<file path="config.mk">
export PLATFORM = sky130hd
export DESIGN_NAME = mem_access_ctrl
export DESIGN_NICKNAME = d
export VERILOG_FILES = /design/src/rtl/mem_access_ctrl.sv
export SDC_FILE = /design/constraint.sdc
export NUM_CORES = 1
export LEC_CHECK = 0
export CAP_MARGIN = 20
export CORE_ASPECT_RATIO = 1.75
export CORE_MARGIN = 4
export CORE_UTILIZATION = 53
export DETAILED_ROUTE_END_ITERATION = 6
export PLACE_DENSITY = 0.87
export SLEW_MARGIN = 10
export SYNTH_ARGS = -nofsm -noshare
export SYNTH_HDL_FRONTEND = slang
export SYNTH_SLANG_ARGS = --single-unit
</file>
<file path="constraint.sdc">
create_clock -name clk -period 3.61 [get_ports clk]
set_clock_uncertainty 0.1 [all_clocks]
set_input_delay 0.722 -clock clk [delete_from_list [all_inputs] [get_ports clk]]
set_output_delay 0.722 -clock clk [all_outputs]
set_load 0.005 [all_outputs]
</file>
<file path="src/rtl/mem_access_ctrl.sv">
`timescale 1ns/1ps
// mem_access_ctrl
// Sequences MEM-stage loads and stores onto a single-port data memory with one
// access outstanding. Word-crossing accesses are split into two aligned memory
// transactions. Load words are merged and extended. Store byte enables and write
// data are shifted onto the correct lanes.
module mem_access_ctrl #(
    parameter int ADDR_W = 32,
    parameter int DATA_W = 32
) (
    input  logic              clk,
    input  logic              rst_n,
    input  logic              req_valid,
    output logic              req_ready,
    input  logic              req_we,
    input  logic [2:0]        req_type,
    input  logic [ADDR_W-1:0] req_addr,
    input  logic [DATA_W-1:0] req_wdata,
    output logic              resp_valid,
    output logic [DATA_W-1:0] resp_rdata,
    output logic              resp_err,
    output logic              busy,
    output logic              mem_req,
    input  logic              mem_gnt,
    output logic              mem_we,
    output logic [ADDR_W-1:0] mem_addr,
    output logic [3:0]        mem_be,
    output logic [DATA_W-1:0] mem_wdata,
    input  logic              mem_rvalid,
    input  logic [DATA_W-1:0] mem_rdata
);

    // Access type encodings shared by the load and store datapaths.
    localparam logic [2:0] T_B  = 3'b000;  // LB / SB
    localparam logic [2:0] T_H  = 3'b001;  // LH / SH
    localparam logic [2:0] T_W  = 3'b010;  // LW / SW
    localparam logic [2:0] T_BU = 3'b011;  // LBU
    localparam logic [2:0] T_HU = 3'b100;  // LHU

    typedef enum logic [2:0] {
        S_IDLE  = 3'd0,
        S_ACC0  = 3'd1,
        S_WAIT0 = 3'd2,
        S_ACC1  = 3'd3,
        S_WAIT1 = 3'd4,
        S_RESP  = 3'd5
    } state_t;

    state_t state_q, state_d;

    // Captured request and returned read words.
    logic              we_q;
    logic              err_q;
    logic              split_q;
    logic [2:0]        type_q;
    logic [ADDR_W-1:0] addr_q;
    logic [DATA_W-1:0] wdata_q;
    logic [DATA_W-1:0] word0_q;
    logic [DATA_W-1:0] word1_q;

    logic accept;
    logic req_illegal;
    logic req_split;

    // The controller only takes a new request while idle.
    assign accept = req_valid && (state_q == S_IDLE);

    // Classify the incoming request: illegal encodings and word-crossing accesses.
    always_comb begin
        req_illegal = req_we ? (req_type > T_W) : (req_type > T_HU);
        case (req_type)
            T_H, T_HU: req_split = (req_addr[1:0] == 2'b11);
            T_W:       req_split = (req_addr[1:0] != 2'b00);
            default:   req_split = 1'b0;
        endcase
    end

    // State register.
    always_ff @(posedge clk or negedge rst_n) begin
        // NOTE: sequential state is always updated with non-blocking assignments so
        // every register samples pre-edge values regardless of block ordering.
        if (!rst_n) begin
            state_q <= S_IDLE;
        end else begin
            state_q <= state_d;
        end
    end

    // Request capture on accept, read-word capture while waiting for read data.
    always_ff @(posedge clk or negedge rst_n) begin
        // NOTE: the datapath registers are reset as well so that a request abandoned
        // by reset can never leak stale lanes or read words into a later response.
        if (!rst_n) begin
            we_q    <= 1'b0;
            err_q   <= 1'b0;
            split_q <= 1'b0;
            type_q  <= '0;
            addr_q  <= '0;
            wdata_q <= '0;
            word0_q <= '0;
            word1_q <= '0;
        end else begin
            if (accept) begin
                we_q    <= req_we;
                err_q   <= req_illegal;
                split_q <= req_split;
                type_q  <= req_type;
                addr_q  <= req_addr;
                wdata_q <= req_wdata;
                word0_q <= '0;
                word1_q <= '0;
            end
            if (state_q == S_WAIT0 && mem_rvalid) begin
                word0_q <= mem_rdata;
            end
            if (state_q == S_WAIT1 && mem_rvalid) begin
                word1_q <= mem_rdata;
            end
        end
    end

    // Next-state logic; rvalid is only observed in the two WAIT states.
    always_comb begin
        state_d = state_q;
        case (state_q)
            S_IDLE: begin
                if (accept) begin
                    state_d = req_illegal ? S_RESP : S_ACC0;
                end
            end
            S_ACC0: begin
                if (mem_gnt) begin
                    if (we_q) begin
                        state_d = split_q ? S_ACC1 : S_RESP;
                    end else begin
                        state_d = S_WAIT0;
                    end
                end
            end
            S_WAIT0: begin
                if (mem_rvalid) begin
                    state_d = split_q ? S_ACC1 : S_RESP;
                end
            end
            S_ACC1: begin
                if (mem_gnt) begin
                    state_d = we_q ? S_RESP : S_WAIT1;
                end
            end
            S_WAIT1: begin
                if (mem_rvalid) begin
                    state_d = S_RESP;
                end
            end
            S_RESP:  state_d = S_IDLE;
            default: state_d = S_IDLE;
        endcase
    end

    // Lane datapath, computed from the captured request only.
    logic [ADDR_W-1:0]   addr0;
    logic [ADDR_W-1:0]   addr1;
    logic [3:0]          be_base;
    logic [7:0]          be8;
    logic [2*DATA_W-1:0] wd64;
    logic [DATA_W-1:0]   ld_word;
    logic [DATA_W-1:0]   ld_result;

    // Word addresses, byte-enable/data lane shifts and the load merge/extend.
    always_comb begin
        addr0 = {addr_q[ADDR_W-1:2], 2'b00};
        addr1 = addr0 + ADDR_W'(4);  // wraps from the top word to address 0
        case (type_q)
            T_H, T_HU: be_base = 4'b0011;
            T_W:       be_base = 4'b1111;
            default:   be_base = 4'b0001;
        endcase
        be8     = {4'b0000, be_base} << addr_q[1:0];
        wd64    = {{DATA_W{1'b0}}, wdata_q} << {addr_q[1:0], 3'b000};
        ld_word = DATA_W'({word1_q, word0_q} >> {addr_q[1:0], 3'b000});
        case (type_q)
            T_B:     ld_result = {{24{ld_word[7]}}, ld_word[7:0]};
            T_H:     ld_result = {{16{ld_word[15]}}, ld_word[15:0]};
            T_W:     ld_result = ld_word;
            T_BU:    ld_result = {24'h0, ld_word[7:0]};
            T_HU:    ld_result = {16'h0, ld_word[15:0]};
            default: ld_result = '0;
        endcase
    end

    // Outputs decoded from the state register and captured request.
    always_comb begin
        // NOTE: every output gets a default before the case so no path can leave
        // one unassigned and infer a latch.
        req_ready  = (state_q == S_IDLE);
        busy       = (state_q != S_IDLE);
        resp_valid = 1'b0;
        resp_err   = 1'b0;
        resp_rdata = '0;
        mem_req    = 1'b0;
        mem_we     = 1'b0;
        mem_addr   = '0;
        mem_be     = 4'b0000;
        mem_wdata  = '0;
        case (state_q)
            S_ACC0: begin
                mem_req   = 1'b1;
                mem_we    = we_q;
                mem_addr  = addr0;
                mem_be    = be8[3:0];
                mem_wdata = we_q ? wd64[DATA_W-1:0] : '0;
            end
            S_ACC1: begin
                mem_req   = 1'b1;
                mem_we    = we_q;
                mem_addr  = addr1;
                mem_be    = be8[7:4];
                mem_wdata = we_q ? wd64[2*DATA_W-1:DATA_W] : '0;
            end
            S_RESP: begin
                resp_valid = 1'b1;
                resp_err   = err_q;
                resp_rdata = (err_q || we_q) ? '0 : ld_result;
            end
            default: ;
        endcase
    end

endmodule

</file>
After elaboration in Yosys (flattened, before gate mapping)
Cells that the tools add are included.
- bits in writable memories: 0
- ROM bits: 0
- flip-flop bits (word level): 137
- bits of input ports: 105
- memories: 0
- logic and storage cells: 75
- output and inout bits: 106
- latch bits: 0
- $add $sub $neg: 1
- muxes and demuxes: 28
- $mul: 0
- divide/modulo/power cells: 0
- magnitude comparators: 2
- reduce and logical (&&, ||, !) cells: 14
- shift-type cells: 3
- equal/unequal tests: 18
- bitwise logic cells: 0
- operator list (cell ; number):
    two-way mux 32 bit ; 7
    one-hot mux 32 bit (5 select lines) ; 1
    one-hot mux 32 bit (2 select lines) ; 2
    << shifter 32 x 5 -> 64 bit ; 1
    >> shifter 64 x 5 -> 32 bit ; 1
    adder 32 x 3 -> 32 bit, second input constant ; 1
    two-way mux 3 bit ; 8
    one-hot mux 4 bit (2 select lines) ; 2
    == test 3 x 2 -> 1 bit, second input constant ; 5
    one-hot mux 3 bit (5 select lines) ; 1
    == test 3 bit, second input constant ; 4
    == test 3 x 1 -> 1 bit, second input constant ; 3
    inequality test 2 bit, second input constant ; 4
    << shifter 4 x 2 -> 8 bit ; 1
    logical NOT 3 bit ; 2
    two-way mux 1 bit ; 6
    nonzero test 2 bit ; 3
    OR reduction 2 bit ; 3
    AND reduction 5 bit ; 1
    > comparator 3 x 2 -> 1 bit, second input constant ; 1
    > comparator 3 bit, second input constant ; 1
    logical AND 1 bit ; 3
    nonzero test 3 bit ; 1
    == test 2 bit, second input constant ; 1
    3 further kinds ; 3

Logic depth before layout (Yosys ltp)
- depth in word-level cells: 5
- depth in mapped cells: 9
- gate-level depth less buffers: 7

Least setup slack after synthesis
No wires, ideal clock.
- kind: register -> output
- start point: register addr_q[2]
- end point: output port mem_addr[21]
- stages on the path, launching flop included: 6
- data required time: 2.788 ns
- path slack: 0.972 ns
- path buffers: 1
- arrival: 1.816 ns
- path through: dfrtp_1 nand4_1 or4_4 buf_6 or4_1 a21oi_1
- word-level cells in the longest chain between the ends: 2
- ends and longest elaborated chain (item ; line ; source):
    from (decl) ; 56 ; logic [ADDR_W-1:0] addr_q;
    from (signal assigned) ; 108 ; addr_q <= req_addr;
    adder 32 x 3 -> 32 bit ; 172 ; addr1 = addr0 + ADDR_W'(4);
    one-hot mux 32 bit (2 select lines) ; 205 ; case (state_q)
    to (decl) ; 26 ; output logic [ADDR_W-1:0] mem_addr,
No other way between the ends.

Worst setup path after layout
- start point: register addr_q[2]
- end point: output port mem_addr[30]
The elaborated chain is that of the path after synthesis.

==> results.tsv <==
stage	metric	value	unit
synthesis	ys.flop_type	dfrtp_1	
synthesis	synth_edf_count	0	
finish	final_util	0.766	
cts	cts_inserted_buffers	17	
placement	port-buffer-count	208	
synthesis	netlist_area	7800	µm²
route	drt-total-wl	25000	µm
floorplanning	placeableCoreArea	14400	µm²
synthesis	async_reset_ff_frac	1.00	
floorplanning	initial_core_util	0.540	
setup_path	endpoint_kind	output pin	
synthesis	syn_inst	813	
floorplanning	rows	58	
synthesis	synth_area_leaders	dfrtp_1 (41%), mux2_2 (10%), mux4_2 (8.1%)	
cts	clk_latency	410	ps
run	maxCapViolCount	0	
timing	max_freq	0.282	GHz
route	ant_nets	0	
cts	clock_sinks	129	
finish	area_delta_synth_final	41.7	%
placement	place_congestion	0.935	
route	drc	0	
finish	multi_input_area	4390	µm²
synthesis	synth_warnings	0	
setup_path	crit_fanout	6	
global_route	grt_pass1_vias	7263	
finish	drive_above_1_share	0.211	
timing	timing.slew.headroom	0.487	
route	drt_pre_antenna_iters	5	
setup_path	critPathKind	reg -> out	
synthesis	synth-seq-area-share	0.414	
setup_path	cp_cell_sequence	ha_4 > nand3_4 > or4_4 > or4_1 > a21oi_2 > clkdlybuf4s50_1	
worst_hold_path	hold_class	in -> async	
finish	fillerInstances	950	
finish	final_common_cell	clkdlybuf4s50_1	
power_and_ir_drop	vdd_drop_max	448	µV
placement	dp_cells	1157	
power_and_ir_drop	powerDensity	815	nW/µm²
timing	finalWorstSetupSlack	63.6	ps
route	drt_iter0_drc	407	
timing	worstMarginPinSlew	770	ps
power_and_ir_drop	p_leak	4.38	nW
finish	final_cell_mix	clkdlybuf4s50_1 (201), nand2_1 (147), dfrtp_1 (118), o21ai_0 (83), mux2_2 (71)	
finish	instances_no_fill	1217	
placement	place_ws	153	ps
synthesis	yosysTopAreaCellShare	0.414	
floorplanning	ios	211	
route	vias	7434	
global_route	grt_usage	0.286	
global_route	grt_overflow	0	
setup_path	slowest_delay	510	ps
floorplanning	dieArea	16800	µm²
run_status	outcome	finished, final reports clean	
cts	cts.path.max_buffers	2	
cts	clkTransAtPathRegs	60	ps
placement	hpwlAfterDp	16400	µm
setup_path	required	2790	ps
route	viasPerCell	6.11	
cts	cts_max_level	4	
synthesis	postSynthAreaPerCell	9.60	µm²
synthesis	synth-seq-cells	129	
timing	period_share	0.982	
global_route	grt_max_degree	65	
finish	nets	1130	
finish	n_antenna_cell	0	
floorplanning	die_y	168	µm
synthesis	yosysTopAreaCell	dfrtp_1	
cts	cts_root_buf	clkbuf_16	
timing	period_minus_slack	3550	ps
floorplanning	die_w	99.7	µm
timing	finalSetupTns	0	ps
setup_path	slowest_stage	or4_1	
timing	setup_violations	0	
route	wl_per_cell	20.5	µm
global_route	antenna_found_initial	0	
timing	maxSlewViolCount	0	
timing	final_hold_viol_count	0	
setup_path	critPathLaunchType	register	
global_route	grt_pass1_wl	37800	µm
synthesis	yosysUniqueCellTypes	50	
timing	fin_hold_ws	270	ps
cts	cts_tree	built	
finish	seq_area	3240	µm²
setup_path	crit_arrival	2720	ps
-- area by class of cell --
cell class              count  area share
multi-input cells         606       0.397
flip-flops and latches    129       0.293
repair buffers            258       0.228
clock buffers              19      0.0410
well taps                 180      0.0204
clock inverters            13      0.0166
inverters                  12     0.00407
-- flip-flops by register name (all words and copies together) (netlist names) --
name     count
word1_q     24
state_q      3
split_q      1
type_q       3
err_q        1
word0_q     32
we_q         1
wdata_q     32
addr_q      32
-- power by group --
part | leakage, nW | internal (mW) | total, mW | switching (mW)
Clock | 0.305 | 1.19 | 1.86 | 0.669
Combinational | 2.46 | 2.22 | 4.20 | 1.99
Sequential | 1.61 | 2.16 | 2.94 | 0.781
Total | 4.38 | 5.57 | 9.01 | 3.44
-- timing repair --
action	4_1_cts	5_1_grt
gates resized for setup	14	27
setup endpoints to repair	27	50
gates cloned	2	0
pin swaps	5	3
hold endpoints to repair	0	0
hold buffers	0	0
buffers inserted	13	13
-- worst max-delay path: cells and delay by family (launching register included) --
| kind | cells | cell delay, ps |
|---|---|---|
| compound gates | 1 | 140 |
| fa+ha+maj | 1 | 170 |
| buf+inv | 1 | 500 |
| flops | 1 | 430 |
| simple gates | 3 | 1080 |
-- final timing paths --
kind,to,slack [ps],cells past startpoint,from
hold / removal,word0_q[29],270,1,rst_n
min in group clk,word0_q[15],420,2,word0_q[15]
setup / recovery,mem_addr[30],60,6,addr_q[2]
max in group asynchronous,addr_q[0],2280,2,rst_n
setup reg to reg,addr_q[15],1330,6,state_q[1]
hold reg to reg,word0_q[15],420,2,word0_q[15]
-- cells in the mapped netlist, drive strengths merged (7+ instances only) --
cell	count
mux2i	31
or3	10
buf	30
nand2	150
nor2	22
a211oi	9
o31ai	18
clkbuf	39
nand3	26
nand4	9
and2	11
mux4	28
or4	13
inv	10
o22ai	9
nor2b	11
mux2	71
xnor2	7
dfrtp	129
a21oi	45
o21ai	83
-- stage by stage --
step	cell area [µm²]	power, mW
finish	11100	9.01
global route	11100	9.52
CTS	10900	8.77
detailed placement	10100	6.79
global placement	10100	6.64
floorplan	7800	5.33
-- routing by layer --
layer	GRT usage	routed length, µm	share of wire	vias to the layer above
met3	0.0581	1580	0.063	67
met5	0	0	0	-
met2	0.509	13300	0.53	355
li1	-	-	-	3371
met1	0.328	9110	0.37	3641
met4	0.123	947	0.038	0
-- cells by family (layout without fill, tap and decap cells) --
family                   after synthesis  count (layout)  share of synthesized area
buffers and inverters                 81             302                     0.0441
adder cells (fa/ha/maj)                1               1                    0.00160
multiplexers                         130             130                      0.223
AND/OR/NAND/NOR                      271             273                      0.162
AO/OA/AOI/OAI                        187             187                      0.140
other                                  1               2                   0.000481
XOR/XNOR                              13              13                     0.0146
flip-flops                           129             129                      0.414
Power figures use the tool's default switching activity.
